==> src/rtl/x9_loader_pkg.sv <==
// Shared types and default widths for the X9 program loader.
package x9_loader_pkg;

    // Default instruction memory address width (program counter width)
    localparam int D_DEFAULT  = 12;
    // Default instruction width
    localparam int W_DEFAULT  = 9;
    // Default cycle counter width
    localparam int CW_DEFAULT = 16;
    // Each instruction arrives as two bytes, low byte first
    localparam int BYTES_PER_INSTR = 2;

    typedef enum logic [2:0] {
        IDLE    = 3'd0,
        LOAD_LO = 3'd1,
        LOAD_HI = 3'd2,
        RUN     = 3'd3,
        DONE    = 3'd4,
        ERR     = 3'd5
    } state_t;

endpackage

==> src/rtl/sat_counter.sv <==
// Up-counter with synchronous clear that sticks at all-ones instead of wrapping.
module sat_counter #(
    parameter int CW = 16
) (
    input  logic          clk,
    input  logic          reset,
    input  logic          clr,
    input  logic          en,
    output logic [CW-1:0] cnt,
    output logic          sat
);

    localparam logic [CW-1:0] CNT_MAX = '1;
    localparam logic [CW-1:0] CNT_ONE = CW'(1);

    logic [CW-1:0] cnt_reg;

    assign sat = (cnt_reg == CNT_MAX);
    assign cnt = cnt_reg;

    // Count register: clear wins over enable, enable is ignored once saturated
    always_ff @(posedge clk or posedge reset) begin
        if (reset) begin
            cnt_reg <= '0;
        end else if (clr) begin
            cnt_reg <= '0;
        end else if (en && !sat) begin
            cnt_reg <= cnt_reg + CNT_ONE;
        end
    end

endmodule

==> src/rtl/prog_loader.sv <==
// Run controller for the X9 core: packs a byte stream into instruction
// memory, runs the core out of reset, counts cycles and reports to the host.
module prog_loader
    import x9_loader_pkg::*;
#(
    parameter int D  = D_DEFAULT,
    parameter int W  = W_DEFAULT,
    parameter int CW = CW_DEFAULT
) (
    input  logic          clk,
    input  logic          reset,
    input  logic          req,
    input  logic          ld_valid,
    input  logic [7:0]    ld_data,
    input  logic          ld_last,
    output logic          ld_ready,
    output logic          im_wr_en,
    output logic [D-1:0]  im_addr,
    output logic [W-1:0]  im_wr_data,
    output logic          core_reset,
    input  logic          core_done,
    output logic          ack,
    output logic          err,
    output logic          timeout,
    output logic [CW-1:0] cyc_cnt,
    output logic [D:0]    n_instr
);

    localparam logic [D-1:0] WPTR_MAX = '1;
    localparam logic [D-1:0] WPTR_ONE = D'(1);
    localparam logic [D:0]   NINS_ONE = (D+1)'(1);

    state_t state_reg, state_next;

    logic [7:0]   lo_reg;
    logic [D-1:0] wptr_reg;
    logic [D:0]   n_instr_reg;
    logic         im_wr_en_reg;
    logic [D-1:0] im_addr_reg;
    logic [W-1:0] im_wr_data_reg;
    logic         core_reset_reg;
    logic         ack_reg;
    logic         err_reg;
    logic         timeout_reg;

    logic         xfer;
    logic         start;
    logic         wr_fire;
    logic         timeout_fire;
    logic         cnt_en;
    logic         cnt_sat;
    logic [W-1:0] packed_instr;

    // Only the low bit of the high byte is meaningful for a 9-bit instruction
    assign packed_instr = {ld_data[W-9:0], lo_reg};
    assign ld_ready     = (state_reg == LOAD_LO) || (state_reg == LOAD_HI);
    assign xfer         = ld_valid && ld_ready;

    // State register
    always_ff @(posedge clk or posedge reset) begin
        if (reset) begin
            state_reg <= IDLE;
        end else begin
            state_reg <= state_next;
        end
    end

    // Next-state and per-cycle strobes; a dropped req aborts any active phase
    always_comb begin
        state_next   = state_reg;
        start        = 1'b0;
        wr_fire      = 1'b0;
        timeout_fire = 1'b0;
        cnt_en       = 1'b0;
        case (state_reg)
            IDLE: begin
                if (req) begin
                    state_next = LOAD_LO;
                    start      = 1'b1;
                end
            end
            LOAD_LO: begin
                if (!req) begin
                    state_next = IDLE;
                end else if (xfer) begin
                    // A last byte here means the image has an odd byte count
                    state_next = ld_last ? ERR : LOAD_HI;
                end
            end
            LOAD_HI: begin
                if (!req) begin
                    state_next = IDLE;
                end else if (xfer) begin
                    wr_fire = 1'b1;
                    if (ld_last) begin
                        state_next = RUN;
                    end else if (wptr_reg == WPTR_MAX) begin
                        state_next = ERR;
                    end else begin
                        state_next = LOAD_LO;
                    end
                end
            end
            RUN: begin
                if (!req) begin
                    state_next = IDLE;
                end else if (core_done) begin
                    state_next = DONE;
                end else if (cnt_sat) begin
                    state_next   = DONE;
                    timeout_fire = 1'b1;
                end else begin
                    cnt_en = 1'b1;
                end
            end
            DONE, ERR: begin
                if (!req) begin
                    state_next = IDLE;
                end
            end
            default: begin
                state_next = IDLE;
            end
        endcase
    end

    // Datapath and registered outputs; status flags follow the state being entered
    always_ff @(posedge clk or posedge reset) begin
        if (reset) begin
            lo_reg         <= '0;
            wptr_reg       <= '0;
            n_instr_reg    <= '0;
            im_wr_en_reg   <= 1'b0;
            im_addr_reg    <= '0;
            im_wr_data_reg <= '0;
            core_reset_reg <= 1'b1;
            ack_reg        <= 1'b0;
            err_reg        <= 1'b0;
            timeout_reg    <= 1'b0;
        end else begin
            im_wr_en_reg   <= wr_fire;
            core_reset_reg <= (state_next != RUN);
            ack_reg        <= (state_next == DONE);
            err_reg        <= (state_next == ERR);
            if (state_reg == LOAD_LO && xfer) begin
                lo_reg <= ld_data;
            end
            if (start) begin
                wptr_reg    <= '0;
                n_instr_reg <= '0;
                timeout_reg <= 1'b0;
            end else if (wr_fire) begin
                im_addr_reg    <= wptr_reg;
                im_wr_data_reg <= packed_instr;
                wptr_reg       <= wptr_reg + WPTR_ONE;
                n_instr_reg    <= n_instr_reg + NINS_ONE;
            end
            if (timeout_fire) begin
                timeout_reg <= 1'b1;
            end
        end
    end

    sat_counter #(
        .CW (CW)
    ) u_cyc_cnt (
        .clk   (clk),
        .reset (reset),
        .clr   (start),
        .en    (cnt_en),
        .cnt   (cyc_cnt),
        .sat   (cnt_sat)
    );

    assign im_wr_en   = im_wr_en_reg;
    assign im_addr    = im_addr_reg;
    assign im_wr_data = im_wr_data_reg;
    assign core_reset = core_reset_reg;
    assign ack        = ack_reg;
    assign err        = err_reg;
    assign timeout    = timeout_reg;
    assign n_instr    = n_instr_reg;

endmodule

==> config.mk <==
export PLATFORM = sky130hd
export DESIGN_NAME = prog_loader
export DESIGN_NICKNAME = d
export VERILOG_FILES = /design/src/rtl/x9_loader_pkg.sv /design/src/rtl/sat_counter.sv /design/src/rtl/prog_loader.sv
export SDC_FILE = /design/constraint.sdc
export NUM_CORES = 1
export LEC_CHECK = 0
export BUFFER_PORTS_ARGS = -buffer_cell sky130_fd_sc_hd__buf_2
export CAP_MARGIN = 10
export CORE_MARGIN = 2
export CORE_UTILIZATION = 55
export CTS_CLUSTER_DIAMETER = 100
export DETAILED_ROUTE_END_ITERATION = 8
export GPL_ROUTABILITY_DRIVEN = 0
export PLACE_DENSITY = 0.82
export SLEW_MARGIN = 20
export SYNTH_ARGS = -nofsm -noshare
export SYNTH_HDL_FRONTEND = slang
export SYNTH_SLANG_ARGS = --single-unit
==> constraint.sdc <==
create_clock -name clk -period 2.8 [get_ports clk]
set_input_delay 0.56 -clock clk [delete_from_list [all_inputs] [get_ports clk]]
set_output_delay 0.56 -clock clk [all_outputs]
set_load 0.005 [all_outputs]
==> results of run 1 <==
worst paths after layout:
path                            endpoint  cells past startpoint  slack [ns]        startpoint
min in group clk           im_wr_data[8]                      3        0.42        ld_data[0]
min                        im_wr_data[0]                      3        0.29             reset
max reg2reg                          err                      6        0.68  u_cyc_cnt.cnt[0]
min reg2reg                im_wr_data[4]                      2        0.47         lo_reg[4]
max in group asynchronous    n_instr[10]                      3        2.19             reset
max                                  err                      6        0.68  u_cyc_cnt.cnt[0]
worst max-delay path, delay by kind of cell (launching register included):
family	cells	cell delay [ns]
AO/OA/AOI/OAI	1	0.13
adder cells (fa/ha/maj)	1	0.29
flip-flops	1	0.46
AND/OR/NAND/NOR	4	1.12
through the flow:
step	hold WS, ns	util (%)
after global placement	0.444	63.7
after floorplan	0.435	-
after detailed placement	0.454	63.7
after global routing	0.322	66.9
final	0.287	66.9
after CTS	0.301	66.9
layer usage:
| layer | vias to the layer above | GRT usage [%] |
|---|---|---|
| li1 | 1367 | - |
| met1 | 1340 | 30.2 |
| met2 | 63 | 34.4 |
| met3 | 13 | 6.26 |
| met4 | 0 | 9.52 |
| met5 | - | 0 |
area by class of cell:
class | count | share of cell area (%)
Sequential cell | 78 | 45.7
Tap cell | 77 | 2.26
Clock buffer | 12 | 3.63
Inverter | 6 | 0.527
Clock inverter | 4 | 1.05
Timing Repair Buffer | 73 | 9.08
Multi-Input combinational cell | 264 | 37.7
power by group through the flow:
| stage | logic (mW) | registers (mW) | clock network, mW |
|---|---|---|---|
| global placement | 0.204 | 1.26 | 0 |
| CTS | 0.212 | 1.24 | 0.879 |
| finish | 0.208 | 1.24 | 0.853 |
| global route | 0.234 | 1.25 | 0.921 |
| detailed placement | 0.212 | 1.26 | 0 |
| floorplan | 0.135 | 1.25 | 0 |
cells in the final DEF (no fill, tap or decap), types with 2 or more instances in the layout:
cell / netlist / final
nand2_1: 85 / 85
dfrtp_1: 77 / 77
buf_2: 5 / 69
nor2_1: 34 / 34
nand3_1: 22 / 22
xnor2_1: 17 / 17
xor2_1: 13 / 13
clkbuf_8: 0 / 11
mux2_2: 8 / 8
nor3_1: 8 / 7
and3_1: 7 / 7
nand4_1: 6 / 6
and4_1: 5 / 5
mux2i_1: 5 / 5
inv_1: 5 / 4
nor2_2: 4 / 4
nor4_1: 4 / 4
o21ai_0: 4 / 4
nor3b_1: 3 / 3
nand4_2: 3 / 3
nand2b_1: 3 / 3
ha_1: 3 / 3
clkinv_2: 0 / 3
buf_4: 2 / 3
nor3_2: 1 / 2
and2_1: 2 / 2
inv_2: 1 / 2
nor4_4: 2 / 2
a21oi_1: 2 / 2
nor2b_1: 2 / 2
cell families after synthesis:
logic type      synth area share (%)
flops                           53.4
mux                             3.83
xor+xnor                        7.19
buf+inv                         2.64
compound gates                  3.97
simple gates                    27.9
fa+ha+maj                       1.03
==> results.cfg, run 1 <==
[timing]
min_period_over_period_pct = 75.9
fin_tns_setup_ns = 0
slew_viol_final = 0
max_freq_mhz = 471
fin_ws_ns = 0.676
fin_skew_ns = 0.00942
worst_slew_pin_slew_ns = 0.559
rsz0062_at_grt = false
finalSetupViolations = 0
final_hold_viol_count = 0
relSlewSlack_pct = 62.8
min_period_ns = 2.12

[global_route]
grt_overflow = 0
grt_max_degree = 79
grt_first_pass_wirelength_mm = 12.8
antenna_found_initial = 0
grt_use_total_pct = 22.4
first_global_vias = 2750

[clock_tree]
holdBufCountCts = 0
cts_buffers = 9
cts_tree = yes
clk_path_buf_depth = 2
clockRootBuffer = clkbuf_8
insertion_delay_ns = 0.35
post-cts-setup-buffer-count = 0
clk_pin_slew_ns = 0.08
cts_sinks = 78
htree_levels = 3
post_cts_resized = 0

[route]
drc_errors = 0
routed_wl_mm = 7.47
drt_iter0_markers = 140
dr.pass1.iters = 4
drt.antenna.violating_nets = 0
vias = 2783
met3_length_um = 360
topRoutingLayerUsed = met4
via_per_inst = 5.41
wl_met2_mm = 3.49
wl_per_cell_um = 14.5
drt-met1-wl_mm = 3.48

[finish]
stdcell_area_um2 = 4270
largest_reg_flops = 16
regArea_um2 = 1950
drive_above_1_share_pct = 27.0
area_growth_pct = 16.8
num_antenna_cells = 0
final_cells = 514
multiInputGateArea_um2 = 1610
fill_cells = 515
fin_nets = 449

[synth]
synth_nets = 379
synth-edff-count = 0
synthArstFlopShare_pct = 100
ys_types = 52
ys_ff_latch = 78
netlist_area_um2 = 3650
syn_inst = 362
yosys.area.top_type = dfrtp_1
synthTopCellsByCount = nand2_1, dfrtp_1, nor2_1
avgSynthCellArea_um2 = 10.1
ys_warn_count = 0
synth_flop_cell = dfrtp_1
ys_seq_area_share_pct = 53.4
yosysMostFrequentCell = nand2_1
synth_top_area_share_pct = 52.7
yosys-top-cells-area = dfrtp_1, nand2_1, xnor2_1

[setup_path]
crit_chain = ha_1, nand4_2, nor4_4, or2_1, o21ai_2, nor2b_1
critPathKind = reg -> reg
crit_slowest_cell = dfrtp_1
cp-end-kind = flop
max_stage_delay_ns = 0.46
required_ns = 3.02
critPathArrivalTime_ns = 2.35
critPathMaxFanout = 8
startpoint_type = flop

[floorplan]
dieArea_um2 = 7310
boundaryPins = 70
row_count = 29
die_w_um = 85.5
initial_utilization_pct = 57.2
die_height_um = 85.5
core-area_um2 = 6390

[power]
power_density_nw_per_um2 = 540
clkPwrFrac_pct = 37.0
p_int_mw = 1.75
p_seq_share_pct = 54.0
p_comb_share_pct = 9.0
ir_worst_vdd_mv = 0.513
p_sw_share_pct = 24.2
p_switching_uw = 558
leakage_nw = 2.25
power.total_mw = 2.30

[placement]
place_inst = 498
place_ws_ns = 0.729
dpl.hpwl_mm = 5.12
place_area_um2 = 4070
port_buffers = 69

[status]
status = completed

[flow_run]
timing.max_cap.violations = 0

[worst_hold_path]
hold_path.class = in -> async
Power figures use the tool's default switching activity.
==> run 2: changes to the inputs <==
--- a/config.mk
+++ b/config.mk
@@ -5,6 +5,7 @@
 export SDC_FILE = /design/constraint.sdc
 export NUM_CORES = 1
 export LEC_CHECK = 0
+export ABC_AREA = 1
 export BUFFER_PORTS_ARGS = -buffer_cell sky130_fd_sc_hd__buf_2
 export CAP_MARGIN = 10
 export CORE_MARGIN = 2
==> constraint.sdc (replaced) <==
create_clock -name clk -period 2 [get_ports clk]
set_input_delay 0.4 -clock clk [delete_from_list [all_inputs] [get_ports clk]]
set_output_delay 0.4 -clock clk [all_outputs]
set_load 0.005 [all_outputs]
==> run 2 against run 1 <==
- routed wire length increased by 13%
- via count increased by 26%
- register-to-register slack got worse by 0.46 ns
- synthesized cell count increased by 35%
- clock power increased by 42%
- combinational power increased to 3.3 times the previous value
- first-iteration DRC count increased by 63%
- critical path type is now reg -> out
- hold slack got worse by 0.14 ns
- core utilization increased by 0.18 points
==> results.cfg, run 2 <==
[finish]
drive_above_1_share_pct = 19.3
multiInputGateArea_um2 = 1650
num_antenna_cells = 0
fill_cells = 551
largest_reg_flops = 16
area_growth_pct = 17.6
final_common_cell = nand2_1
final_cell_mix = nand2_1, dfrtp_1, buf_2
regArea_um2 = 1950
fin_nets = 581

[setup_path]
critPathKind = reg -> out
path_depth = 4
required_ns = 1.60
critPathArrivalTime_ns = 1.44
crit_family = flip-flops
max_stage_delay_ns = 0.46
critPathMaxFanout = 5
critPathBufInv = 2
startpoint_type = flop
crit_slowest_cell = dfrtp_1
r2r_cells = 8
crit_chain = inv_1, nand3_1, nand2_1, buf_2
cp-end-kind = primary output

[timing]
min_period_ns = 1.84
finalSetupViolations = 0
fin_skew_ns = 0.00957
relSlewSlack_pct = 62.3
final_hold_viol_count = 0
timing.hold.ws_ns = 0.149
worst_slew_pin_slew_ns = 0.565
fin_tns_setup_ns = 0
slew_viol_final = 0
rsz0062_at_grt = false
fin_ws_ns = 0.162
min_period_over_period_pct = 91.9
max_freq_mhz = 544

[synth]
avgSynthCellArea_um2 = 7.92
ys_warn_count = 0
synthTopCellsByCount = nand2_1, dfrtp_1, nor2_1
ys_types = 34
netlist_area_um2 = 3870
synth_flop_cell = dfrtp_1
synthArstFlopShare_pct = 100
yosysMostFrequentCell = nand2_1
synth-edff-count = 0
yosys-top-cells-area = dfrtp_1, nand2_1, nor2_1
ys_ff_latch = 78
synth_nets = 506
yosys.area.top_type = dfrtp_1
syn_inst = 489
synth_top_area_share_pct = 49.7
ys_seq_area_share_pct = 50.4

[power]
leakage_nw = 2.32
power_density_nw_per_um2 = 825
ir_worst_vdd_mv = 0.446

[route]
wl_per_cell_um = 12.6
vias = 3508
via_per_inst = 5.28
routed_wl_mm = 8.41
dr.pass1.iters = 5
drt.antenna.violating_nets = 0
drt_iter0_markers = 228
drc_errors = 0

[floorplan]
core-area_um2 = 6790
dieArea_um2 = 7730
row_count = 30
die_height_um = 87.9
boundaryPins = 70
die_w_um = 87.9
initial_utilization_pct = 57.0

[placement]
port_buffers = 69
place_ws_ns = 0.248
dpl.hpwl_mm = 5.98

[clock_tree]
insertion_delay_ns = 0.34
cts_buffers = 9
clockRootBuffer = clkbuf_8
clk_path_buf_depth = 2
holdBufCountCts = 0
post_cts_resized = 0
post-cts-setup-buffer-count = 0
cts_sinks = 78
clk_pin_slew_ns = 0.08
cts_tree = yes
htree_levels = 3

[global_route]
first_global_vias = 3164
grt_overflow = 0
antenna_found_initial = 0
grt_use_total_pct = 22.9
grt_first_pass_wirelength_mm = 13.9
grt_max_degree = 79

[flow_run]
timing.max_cap.violations = 0

[worst_hold_path]
hold_path.class = in -> async

[status]
status = completed
[run 2: cell count changes after synthesis, sizes merged, moves of 6 or more]
cell,change
inv,+52
xor2,-8
o21ai,+36
nand4,+8
nand2,+37
and3,-6
a21oi,+18
nor3,+14
nor2,+25
mux2,-8
nand3,+7
xnor2,-14
[run 2: kinds of logic after synthesis]
| family | count (synthesis) | synth area share, % |
|---|---|---|
| simple gates | 262 | 30.4 |
| flops | 78 | 50.4 |
| compound gates | 69 | 9.46 |
| buf+inv | 69 | 6.97 |
| xor+xnor | 8 | 1.81 |
| fa+ha+maj | 3 | 0.969 |
[run 2: path summary, 6_finish.rpt]
kind | startpoint | endpoint | slack [ns]
worst max-delay path | state_reg[0] | ld_ready | 0.16
worst min-delay path | reset | u_cyc_cnt.cnt[9] | 0.15
worst max register to register | u_cyc_cnt.cnt[0] | err | 0.22
worst min register to register | im_wr_data[0] | im_wr_data[0] | 0.47
max in group asynchronous | reset | core_reset | 1.51
min in group clk | ld_data[6] | lo_reg[6] | 0.30
[run 2: routing by layer]
layer  up-vias  wire (um)  track usage (%)
met3        18        402             4.52
met5         -          0                0
met4         0        167             8.67
met1      1640       3700             28.6
li1       1745          -                -
met2       105       4140             39.2
[run 2: worst min-delay path: cells and delay by family]
family | cells | cell delay (ns)
buffers and inverters | 3 | 0.51
[run 2: area by class of cell]
cell class / instances / share of cell area, %
sequential: 78 / 42.9
multi-input combinational: 342 / 36.3
timing repair buffer: 75 / 8.84
inverter: 58 / 4.86
clock buffer: 10 / 3.02
tap: 96 / 2.64
clock inverter: 6 / 1.51
[run 2: report_power, final]
part	internal [mW]	switching, mW
Clock	0.620	0.594
Sequential	1.77	0.0982
Combinational	0.244	0.433
[run 2: through the flow]
step / utilization, % / area, um^2 / cells / power (mW)
finish: 67.1 / 4560 / 665 / 3.76
global route: 67.1 / 4560 / 665 / 3.98
CTS: 67.1 / 4560 / 665 / 3.79
detailed placement: 64.0 / 4350 / 649 / 2.58
global placement: 64.0 / 4350 / 649 / 2.56
floorplan: - / 3880 / 489 / 2.32
